===== src/rtl/cp0_exc_ctrl_pkg.sv =====
// Shared CP0 definitions: register numbers, handler vector, exception codes, field positions.
// Latency: none (constants and types only).
// Backpressure: not applicable.
package cp0_exc_ctrl_pkg;

  localparam int CP0_HW_INT_W = 6;

  // CP0 register numbers served by mfc0/mtc0
  localparam logic [4:0] CP0_SR    = 5'd12;
  localparam logic [4:0] CP0_CAUSE = 5'd13;
  localparam logic [4:0] CP0_EPC   = 5'd14;
  localparam logic [4:0] CP0_PRID  = 5'd15;

  // Fixed handler entry point used by the next-PC block when pc_to_in is high
  localparam logic [31:0] HANDLER_VEC = 32'h0000_4180;

  typedef enum logic [4:0] {
    EXC_INT  = 5'd0,
    EXC_ADEL = 5'd4,
    EXC_ADES = 5'd5,
    EXC_RI   = 5'd10,
    EXC_OV   = 5'd12
  } exc_code_e;

  // Field positions inside SR and Cause
  localparam int SR_IE_BIT     = 0;
  localparam int SR_EXL_BIT    = 1;
  localparam int SR_IM_LSB     = 10;
  localparam int CAUSE_EXC_LSB = 2;
  localparam int CAUSE_IP_LSB  = 10;
  localparam int CAUSE_BD_BIT  = 31;

  // EPC is always word aligned
  function automatic logic [31:0] word_align(input logic [31:0] v);
    return {v[31:2], 2'b00};
  endfunction

endpackage


===== src/rtl/cp0_exc_ctrl_int_arb.sv =====
// Combinational arbitration between interrupts, exceptions and ERET.
// Latency: zero, outputs follow inputs in the same cycle.
// Backpressure: none; EXL masks all new requests while the handler runs.
module cp0_int_arb
  import cp0_exc_ctrl_pkg::*;
#(
  parameter int HW_INT_W = CP0_HW_INT_W
) (
  input  logic                reset,
  input  logic [HW_INT_W-1:0] hw_int,
  input  logic [HW_INT_W-1:0] im,
  input  logic                ie,
  input  logic                exl,
  input  logic [4:0]          exc_code,
  input  logic                eret,
  output logic                int_req,
  output logic                exc_req,
  output logic                pc_to_in,
  output logic                pc_back
);

  // Entry beats ERET; reset silences both redirects
  always_comb begin
    int_req  = (|(hw_int & im)) & ie & ~exl;
    exc_req  = (exc_code != 5'd0) & ~exl;
    pc_to_in = ~reset & (int_req | exc_req);
    pc_back  = ~reset & eret & ~(int_req | exc_req);
  end

endmodule


===== src/rtl/cp0_exc_ctrl.sv =====
// CP0 exception controller: owns SR/Cause/EPC/PRId, drives redirect to handler or EPC.
// Latency: redirect requests and mfc0 reads are combinational; register updates on next edge.
// Backpressure: none; while EXL is set new interrupts/exceptions are dropped, not queued.
module cp0_exc_ctrl
  import cp0_exc_ctrl_pkg::*;
#(
  parameter logic [31:0] PRID     = 32'h1234_5678,
  parameter int          HW_INT_W = CP0_HW_INT_W
) (
  input  logic                clk,
  input  logic                reset,
  input  logic                we,
  input  logic [4:0]          addr,
  input  logic [31:0]         din,
  output logic [31:0]         dout,
  input  logic [31:0]         pc,
  input  logic                bd,
  input  logic [4:0]          exc_code,
  input  logic [HW_INT_W-1:0] hw_int,
  input  logic                eret,
  output logic                pc_to_in,
  output logic                pc_back,
  output logic [31:0]         epc
);

  logic [HW_INT_W-1:0] sr_im;
  logic                sr_exl;
  logic                sr_ie;
  logic                cause_bd;
  logic [HW_INT_W-1:0] cause_ip;
  logic [4:0]          cause_exc;
  logic [31:0]         epc_q;

  logic                int_req;
  logic                exc_req;
  logic [31:0]         sr_word;
  logic [31:0]         cause_word;

  cp0_int_arb #(.HW_INT_W(HW_INT_W)) u_arb (
    .reset    (reset),
    .hw_int   (hw_int),
    .im       (sr_im),
    .ie       (sr_ie),
    .exl      (sr_exl),
    .exc_code (exc_code),
    .eret     (eret),
    .int_req  (int_req),
    .exc_req  (exc_req),
    .pc_to_in (pc_to_in),
    .pc_back  (pc_back)
  );

  // CP0 register update: entry overrides mtc0, ERET only clears EXL, IP always samples the lines
  always_ff @(posedge clk) begin
    if (reset) begin
      sr_im     <= '0;
      sr_exl    <= 1'b0;
      sr_ie     <= 1'b0;
      cause_bd  <= 1'b0;
      cause_ip  <= '0;
      cause_exc <= 5'd0;
      epc_q     <= 32'd0;
    end else begin
      cause_ip <= hw_int;
      if (pc_to_in) begin
        sr_exl    <= 1'b1;
        cause_bd  <= bd;
        cause_exc <= int_req ? EXC_INT : exc_code;
        epc_q     <= bd ? (pc - 32'd4) : pc;
      end else begin
        if (we && addr == CP0_SR) begin
          sr_im  <= din[SR_IM_LSB +: HW_INT_W];
          sr_exl <= din[SR_EXL_BIT];
          sr_ie  <= din[SR_IE_BIT];
        end
        if (we && addr == CP0_EPC) begin
          epc_q <= word_align(din);
        end
        if (pc_back) begin
          sr_exl <= 1'b0;
        end
      end
    end
  end

  // Assemble architectural register views; unlisted bits read as zero
  always_comb begin
    sr_word                                 = 32'd0;
    sr_word[SR_IM_LSB +: HW_INT_W]          = sr_im;
    sr_word[SR_EXL_BIT]                     = sr_exl;
    sr_word[SR_IE_BIT]                      = sr_ie;
    cause_word                              = 32'd0;
    cause_word[CAUSE_BD_BIT]                = cause_bd;
    cause_word[CAUSE_IP_LSB +: HW_INT_W]    = cause_ip;
    cause_word[CAUSE_EXC_LSB +: 5]          = cause_exc;
  end

  // mfc0 read mux on pre-edge state, forced to zero during reset
  always_comb begin
    dout = 32'd0;
    if (!reset) begin
      case (addr)
        CP0_SR:    dout = sr_word;
        CP0_CAUSE: dout = cause_word;
        CP0_EPC:   dout = epc_q;
        CP0_PRID:  dout = PRID;
        default:   dout = 32'd0;
      endcase
    end
  end

  // Forward an in-flight mtc0 EPC so an ERET in the same slot returns to the new address
  always_comb begin
    epc = epc_q;
    if (we && addr == CP0_EPC) begin
      epc = word_align(din);
    end
  end

endmodule


===== config.mk =====
export PLATFORM = sky130hd
export DESIGN_NAME = cp0_exc_ctrl
export DESIGN_NICKNAME = d
export VERILOG_FILES = /design/src/rtl/cp0_exc_ctrl_pkg.sv /design/src/rtl/cp0_exc_ctrl_int_arb.sv /design/src/rtl/cp0_exc_ctrl.sv
export SDC_FILE = /design/constraint.sdc
export NUM_CORES = 1
export LEC_CHECK = 0
export ABC_AREA = 1
export CORE_ASPECT_RATIO = 2
export CORE_MARGIN = 2
export CORE_UTILIZATION = 40
export DETAILED_ROUTE_END_ITERATION = 8
export DONT_BUFFER_PORTS = 1
export GPL_TIMING_DRIVEN = 0
export MAX_ROUTING_LAYER = met4
export PLACE_DENSITY = 0.57
export SETUP_SLACK_MARGIN = 0.05
export SYNTH_ARGS = -nofsm -noshare
export SYNTH_HDL_FRONTEND = slang
export SYNTH_HIERARCHICAL = 1
export SYNTH_SLANG_ARGS = --single-unit

===== constraint.sdc =====
create_clock -name clk -period 2.1 [get_ports clk]
set_input_delay 0.21 -clock clk [delete_from_list [all_inputs] [get_ports clk]]
set_output_delay 0.21 -clock clk [all_outputs]
set_load 0.02 [all_outputs]

; ---- After elaboration in Yosys (flattened, before gate mapping)
; Cells that the tools add are included.
[op_classes]
addsub = 1
n_mul = 0
div = 0
magnitude_cmp = 0
n_eq_ne = 4
shifts = 0
mux = 9
n_bitwise = 12
n_reduce_logical = 6
[op_table]
columns = op, n
row1 = 32-bit 2-to-1 mux, 4
row2 = 32-bit case mux with 4 select lines, 1
row3 = "32-bit by 3-bit subtractor with 32-bit output, second input constant", 1
row4 = "5-bit by 4-bit == test with 1-bit output, second input constant", 4
row5 = 1-bit AND, 6
row6 = 6-bit AND, 1
row7 = 6-bit OR reduction, 1
row8 = 5-bit 2-to-1 mux, 1
row9 = 5-bit nonzero test, 1
row10 = 1-bit NOT, 4
row11 = 1-bit 2-to-1 mux, 3
row12 = 3-bit nonzero test, 1
row13 = 1-bit logical AND, 2
row14 = 2-bit AND reduction, 1
row15 = 1-bit OR, 1
[totals]
register_bits = 52
latch_bits = 0
ram_bits = 0
rom_bits = 0
elab_cells = 39
memories = 0

; ---- Logic depth before layout (Yosys ltp)
; Gate-level depths: netlist of the first run.
[depth]
ltp_word = 9
ltp_mapped = 11
depth_no_buf = 11

; ---- Cells and area by module
; The synthesis of the first run kept the hierarchy.
[modules_own_cells]
columns = module, n_inst, cells_per_inst, area_per_inst_um2
row1 = cp0_exc_ctrl, 1, 615, 3529.6
row2 = cp0_int_arb, 1, 27, 113.9

; ---- Least setup slack after synthesis of the first run
; No wires, ideal clock.
[synth_path]
kind = register to register
from = reg sr_im[2]
to = reg sr_im[1]
setup_ps = 70
t_arrival_ps = 1951
required_ps = 2030
setup_slack_ps = 79
path_stages_with_launch = 12
period_less_slack_ps = 2021
cell_sequence = dfxtp_1 > nand2_1 > nand2_1 > nor2_1 > nand2_1 > nand2_2 > a21oi_1 > clkinv_1 > nand2_1 > buf_2 > o21ai_0 > a21oi_1
[synth_between]
elab_chain_cells = 8
[synth_rtl]
columns = item, line_no
row1 = from (decl), cp0_exc_ctrl.sv:26  ; logic [HW_INT_W-1:0] sr_im;
row2 = from (signal assigned), cp0_exc_ctrl.sv:72  ; sr_im <= din[SR_IM_LSB +: HW_INT_W];
row3 = 6-bit AND, cp0_exc_ctrl_int_arb.sv:24  ; int_req = (|(hw_int & im)) & ie & ~exl;
row4 = 6-bit OR reduction, cp0_exc_ctrl_int_arb.sv:24
row5 = 1-bit AND (2 in a row), cp0_exc_ctrl_int_arb.sv:24
row6 = 1-bit OR, cp0_exc_ctrl_int_arb.sv:26  ; pc_to_in = ~reset & (int_req | exc_req);
row7 = 1-bit AND, cp0_exc_ctrl_int_arb.sv:26
row8 = via pc_to_in, cp0_exc_ctrl.sv:21  ; output logic pc_to_in,
row9 = 1-bit NOT (no source line), n/a
row10 = 2-bit AND reduction (no source line), n/a
; The timed path passes the listed nets, and every way through them passes these cells.
; A chain may end at the register's enable or synchronous reset.

; ---- Worst setup path in the final report of the first run
[layout_path]
from = in reset
to = out dout[22]
[layout_between]
elab_chain_cells = 1
[layout_rtl]
columns = item, line_no
row1 = from (decl), cp0_exc_ctrl.sv:11  ; input logic reset,
row2 = 32-bit 2-to-1 mux, cp0_exc_ctrl.sv:101  ; if (!reset) begin
row3 = to (decl), cp0_exc_ctrl.sv:15  ; output logic [31:0] dout,
; No other way between the ends.

==> reports/results.ini, run 1 <==
[power_and_ir_drop]
comb_power_share_pct = 19.8
p_sw_share_pct = 32.22
total_power_mw = 2.602
leakage_nw = 1.891
power_density_mw_per_mm2 = 654.2
seq_power_share_pct = 42.0
p_clk_share_pct = 38.2
power_switching_uw = 838.4
internal_power_mw = 1.764
vdd_drop_max_mv = 0.4137

[clock_tree]
postCtsHoldBufs = 0
clk_latency_ps = 300
path_clk_slew_ps = 80
cts_sinks = 52
cts_buffer_depth = 2
htreeDepth = 2
cts_made_buffers = 5
cts_tree = done
cts_setup_buffers = 0
root_buffer = clkbuf_16

[layout]
syn2layout_area_growth_pct = 9.281
multiInputGateArea_mm2 = 0.002157
drive_gt1_share_pct = 6.780
fillCellCount = 1021
antenna_cells = 0
seqCellArea_mm2 = 0.001041
final_nets = 734

[sta]
drv_slew = 0
period_needed_ps = 1946
hold_viol = 0
setup_tns_ps = 0
setup-violations-final = 0
finalCritPeriodShare_pct = 92.67
finalClockSkew_ps = 5.153
relSlewSlack_pct = 48.74
rsz0062_at_grt = true
whs_ps = 11.96
fmax_mhz = 513.8
tightestPinTransition_ps = 768.9

[placed_design]
port_buffers = 0
routabilityCongestion = 0.9837
place_hpwl_mm = 11.72

[grt]
antenna_found_initial = 0
grt_pass1_wl_mm = 22.09
track_usage_pct = 29.94
grt_pass1_vias = 4094
grt_max_degree = 18
grt_overflow_total = 0

[routing]
viasPerCell = 5.451
drc = 0
routedWlPerCell_um = 19.26
via_count = 4094
drtIter0Drc = 220
drtPass1Iterations = 5
wirelength_mm = 14.47
ant_nets = 0

[setup_path]
end_kind = output port
worstSetupStartpointType = input port
criticalPathCategory = input port to output port
path_max_fanout = 10
critical_path_required_ps = 1890
worst_ep_arrival_time_ps = 1740

[logic_synthesis]
yosysWarnings = 6
synth_nets = 727
postSynthAreaPerCell_um2 = 5.678
syn_area_mm2 = 0.003640
synth_cells = 641

[status]
status = finished, final reports clean

[die]
die_w_um = 71.45
start_util_pct = 40.94
ios = 151
rows = 49
core_mm2 = 0.008890
die_h_um = 138.9
die_area_mm2 = 0.009924

[min_path]
hp-class = input port to flop

[job]
cap_violations = 0

layout make-up:
class                           count  share of cell area [%]
Clock inverter                      3                   1.164
Clock buffer                        5                   3.146
Multi-Input combinational cell    475                   54.23
Tap cell                          102                   3.209
Sequential cell                    52                   26.17
Buffer                             25                   3.617
Inverter                           89                   8.462
per-stage QoR:
step	std cells	utilization [%]	setup WS, ps	area [um2]
6_report	751	44.74	153.9	3978
3_5_place_dp	743	42.38	-781.8	3767
3_3_place_gp	743	42.38	-768.1	3767
5_1_grt	751	44.74	-11.70	3978
2_1_floorplan	641	-	78.98	3640
4_1_cts	751	44.56	47.94	3961
power by group through the flow:
stage / Clock, mW / Sequential [mW] / Combinational, mW
after floorplan: 0 / 1.11 / 0.386
after global placement: 0 / 1.11 / 0.500
after detailed placement: 0 / 1.12 / 0.505
after CTS: 1.00 / 1.09 / 0.512
after global routing: 1.03 / 1.10 / 0.570
final: 0.993 / 1.09 / 0.515
worst max-delay path, stage by stage:
cell	delay, ps
clkbuf_1	220
inv_1	210
buf_1	570
nand2_1	100
nor2_1	410
layout by cell type (no fill, tap or decap), types with 3 or more instances in the layout:
master and n:
nor3_1 6, xor2_1 5, o211ai_1 3, nand2_1 201, dfxtp_1 52, nor2_2 3, inv_2 3, buf_4 5
clkbuf_4 3, nor2_1 87, nand4_1 5, o221ai_1 3, a21oi_1 40, clkbuf_16 5, clkbuf_1 8, o21ai_1 7
nand2_2 6, buf_1 3, nand3_1 44, inv_1 85, nor2_4 3, o21ai_0 45
per-layer routing:
layer | GRT usage (%) | vias to the layer above | routed length [um]
met3 | 4.433 | 32 | 822
met4 | 11.92 | 0 | 544
met5 | - | - | 0
met2 | 58.28 | 164 | 8252
li1 | - | 2026 | -
met1 | 27.72 | 1872 | 4846
final timing paths:
path	depth (start not counted)	endpoint	startpoint	slack, ps
max	5	dout[22]	reset	150
min	2	cause_ip[3]	hw_int[3]	10
min reg2reg	2	cause_exc[4]	cause_exc[4]	470
max reg2reg	10	epc_q[20]	sr_im[2]	160
flip-flops by register name, summed over array words and instances, names as in the netlist:
name / count
epc_q: 32
cause_ip: 6
sr_im: 6
cause_exc: 5
cause_bd: 1
sr_exl: 1
sr_ie: 1
repair_timing:
action / CTS / global route
resized for setup: 8 / 15
setup endpoints to repair: 54 / 37
pin swaps: 0 / 1
cloned: 0 / 0
Note: power is estimated with default switching activity, not from simulation.
==> run 2, diff against run 1 <==
--- a/config.mk
+++ b/config.mk
@@ -14,7 +14,6 @@
 export GPL_TIMING_DRIVEN = 0
 export MAX_ROUTING_LAYER = met4
 export PLACE_DENSITY = 0.57
-export SETUP_SLACK_MARGIN = 0.05
 export SYNTH_ARGS = -nofsm -noshare
 export SYNTH_HDL_FRONTEND = slang
 export SYNTH_HIERARCHICAL = 1
==> reports/results.ini, run 2 (same netlist as run 1, synthesis figures left out) <==
[die]
ios = 151  ; unchanged
core_mm2 = 0.008890  ; unchanged
die_w_um = 71.45  ; unchanged
start_util_pct = 40.94  ; unchanged
rows = 49  ; unchanged
die_h_um = 138.9  ; unchanged
die_area_mm2 = 0.009924  ; unchanged

[routing]
viasPerCell = 5.451  ; unchanged
drtPass1Iterations = 4  ; was 5
via_count = 4094  ; unchanged
drtIter0Drc = 256  ; was 220
ant_nets = 0  ; unchanged
routedWlPerCell_um = 19.22  ; was 19.26 um
drc = 0  ; unchanged
wirelength_mm = 14.43  ; was 14.47 mm

[layout]
fillCellCount = 1019  ; was 1,021
regMostFlops = epc_q  ; unchanged
drive_gt1_share_pct = 6.626  ; was 6.780%
final_area_mm2 = 0.003976  ; was 0.003978 mm2
seqCellArea_mm2 = 0.001041  ; unchanged
multiInputGateArea_mm2 = 0.002157  ; unchanged
syn2layout_area_growth_pct = 9.247  ; was 9.281%
final_cell_mix = nand2_1, nor2_1, inv_1  ; unchanged
largest_reg_flops = 32  ; unchanged
reg_top3 = epc_q x32, cause_ip x6, sr_im x6  ; unchanged
fin_cells = 751  ; unchanged
layout_commonest_cell = nand2_1  ; unchanged
antenna_cells = 0  ; unchanged
final_nets = 734  ; unchanged

[sta]
tightestPinTransition_ps = 779.0  ; was 768.9 ps
finalClockSkew_ps = 5.676  ; was 5.153 ps
rsz0062_at_grt = true  ; unchanged
hold_viol = 0  ; unchanged
period_needed_ps = 1944  ; was 1946 ps
drv_slew = 0  ; unchanged
relSlewSlack_pct = 48.07  ; was 48.74%
setup-violations-final = 0  ; unchanged
finalCritPeriodShare_pct = 92.55  ; was 92.67%
setup_slack_ps = 156.4  ; was 153.9 ps
fmax_mhz = 514.5  ; was 513.8 MHz

[setup_path]
criticalPathCategory = input port to output port  ; unchanged
worstSetupStartpointType = input port  ; unchanged
critical_path_required_ps = 1890  ; about the same
cp_top_family = buffers and inverters  ; unchanged
critPathMaxStageDelay_ps = 570  ; about the same
worst_ep_arrival_time_ps = 1730  ; was 1740 ps
path_max_fanout = 10  ; unchanged
end_kind = output port  ; unchanged
crit_chain = clkbuf_1, inv_1, buf_1, nand2_1, nor2_1  ; unchanged
critPathBufInv = 3  ; unchanged
slowest_stage = buf_1  ; unchanged

[grt]
track_usage_pct = 29.94  ; unchanged
grt_overflow_total = 0  ; unchanged
grt_pass1_vias = 4092  ; was 4,094
grt_max_degree = 18  ; unchanged
grt_pass1_wl_mm = 22.09  ; unchanged
antenna_found_initial = 0  ; unchanged

[clock_tree]
root_buffer = clkbuf_16  ; unchanged
cts_made_buffers = 5  ; unchanged
cts_setup_buffers = 0  ; unchanged
clk_latency_ps = 300  ; about the same
postCtsHoldBufs = 0  ; unchanged
cts_buffer_depth = 2  ; unchanged
path_clk_slew_ps = 70  ; was 80 ps
cts_sinks = 52  ; unchanged
cts_tree = done  ; unchanged
htreeDepth = 2  ; unchanged

[placed_design]
place_hpwl_mm = 11.72  ; unchanged
port_buffers = 0  ; unchanged
place_area_mm2 = 0.003767  ; unchanged
place_inst = 743  ; unchanged
post-place-ws_ps = -781.8  ; unchanged
routabilityCongestion = 0.9837  ; unchanged

[min_path]
hp-class = input port to flop  ; unchanged

[job]
cap_violations = 0  ; unchanged

[power_and_ir_drop]
power_density_mw_per_mm2 = 653.4  ; was 654.2 mW/mm2
leakage_nw = 1.888  ; was 1.891 nW
vdd_drop_max_mv = 0.4107  ; was 0.4137 mV

[status]
status = finished, final reports clean  ; unchanged

-- run 2: layer usage --
layer | vias to the layer above | wire, um | global-route usage (%)
met4 | 0 | 597 | 11.92
met1 | 1871 | 4849 | 27.72
met5 | - | 0 | -
met3 | 35 | 770 | 4.433
li1 | 2027 | - | -
met2 | 161 | 8217 | 58.28
-- run 2: report_power, final --
group / total [mW] / internal, mW / switching [mW]
sequential: 1.09 / 1.06 / 0.0360
combinational: 0.515 / 0.137 / 0.378
clock: 0.989 / 0.568 / 0.421
-- run 2: cell type report --
type / instances / share of cell area [%]
clock buffers: 5 / 3.147
well taps: 102 / 3.210
plain buffers: 25 / 3.587
clock inverters: 3 / 1.164
flip-flops and latches: 52 / 26.18
multi-input cells: 475 / 54.25
inverters: 89 / 8.464
-- run 2: metrics by stage --
step / total power, mW / setup TNS, ps / hold WS [ps] / utilization (%)
2_1_floorplan: 1.491 / 0 / 317.0 / -
3_5_place_dp: 1.621 / -26300 / 324.5 / 42.38
4_1_cts: 2.608 / 0 / 10.70 / 44.56
6_report: 2.598 / 0 / 12.47 / 44.73
5_1_grt: 2.703 / -20.71 / 13.51 / 44.73
3_3_place_gp: 1.615 / -25720 / 320.1 / 42.38
-- run 2: final timing paths --
check               startpoint            to  slack, ps  depth (start not counted)
hold reg to reg   cause_exc[3]  cause_exc[3]        470                          2
hold / removal       hw_int[3]   cause_ip[3]         10                          2
setup / recovery         reset      dout[22]        160                          5
setup reg to reg      sr_im[2]     epc_q[20]        170                         10
-- run 2: timing repair --
action                     4_1_cts  5_1_grt
setup endpoints to repair       48       24
pin swaps                        0        1
hold endpoints to repair         0        0
resized for setup                8       12
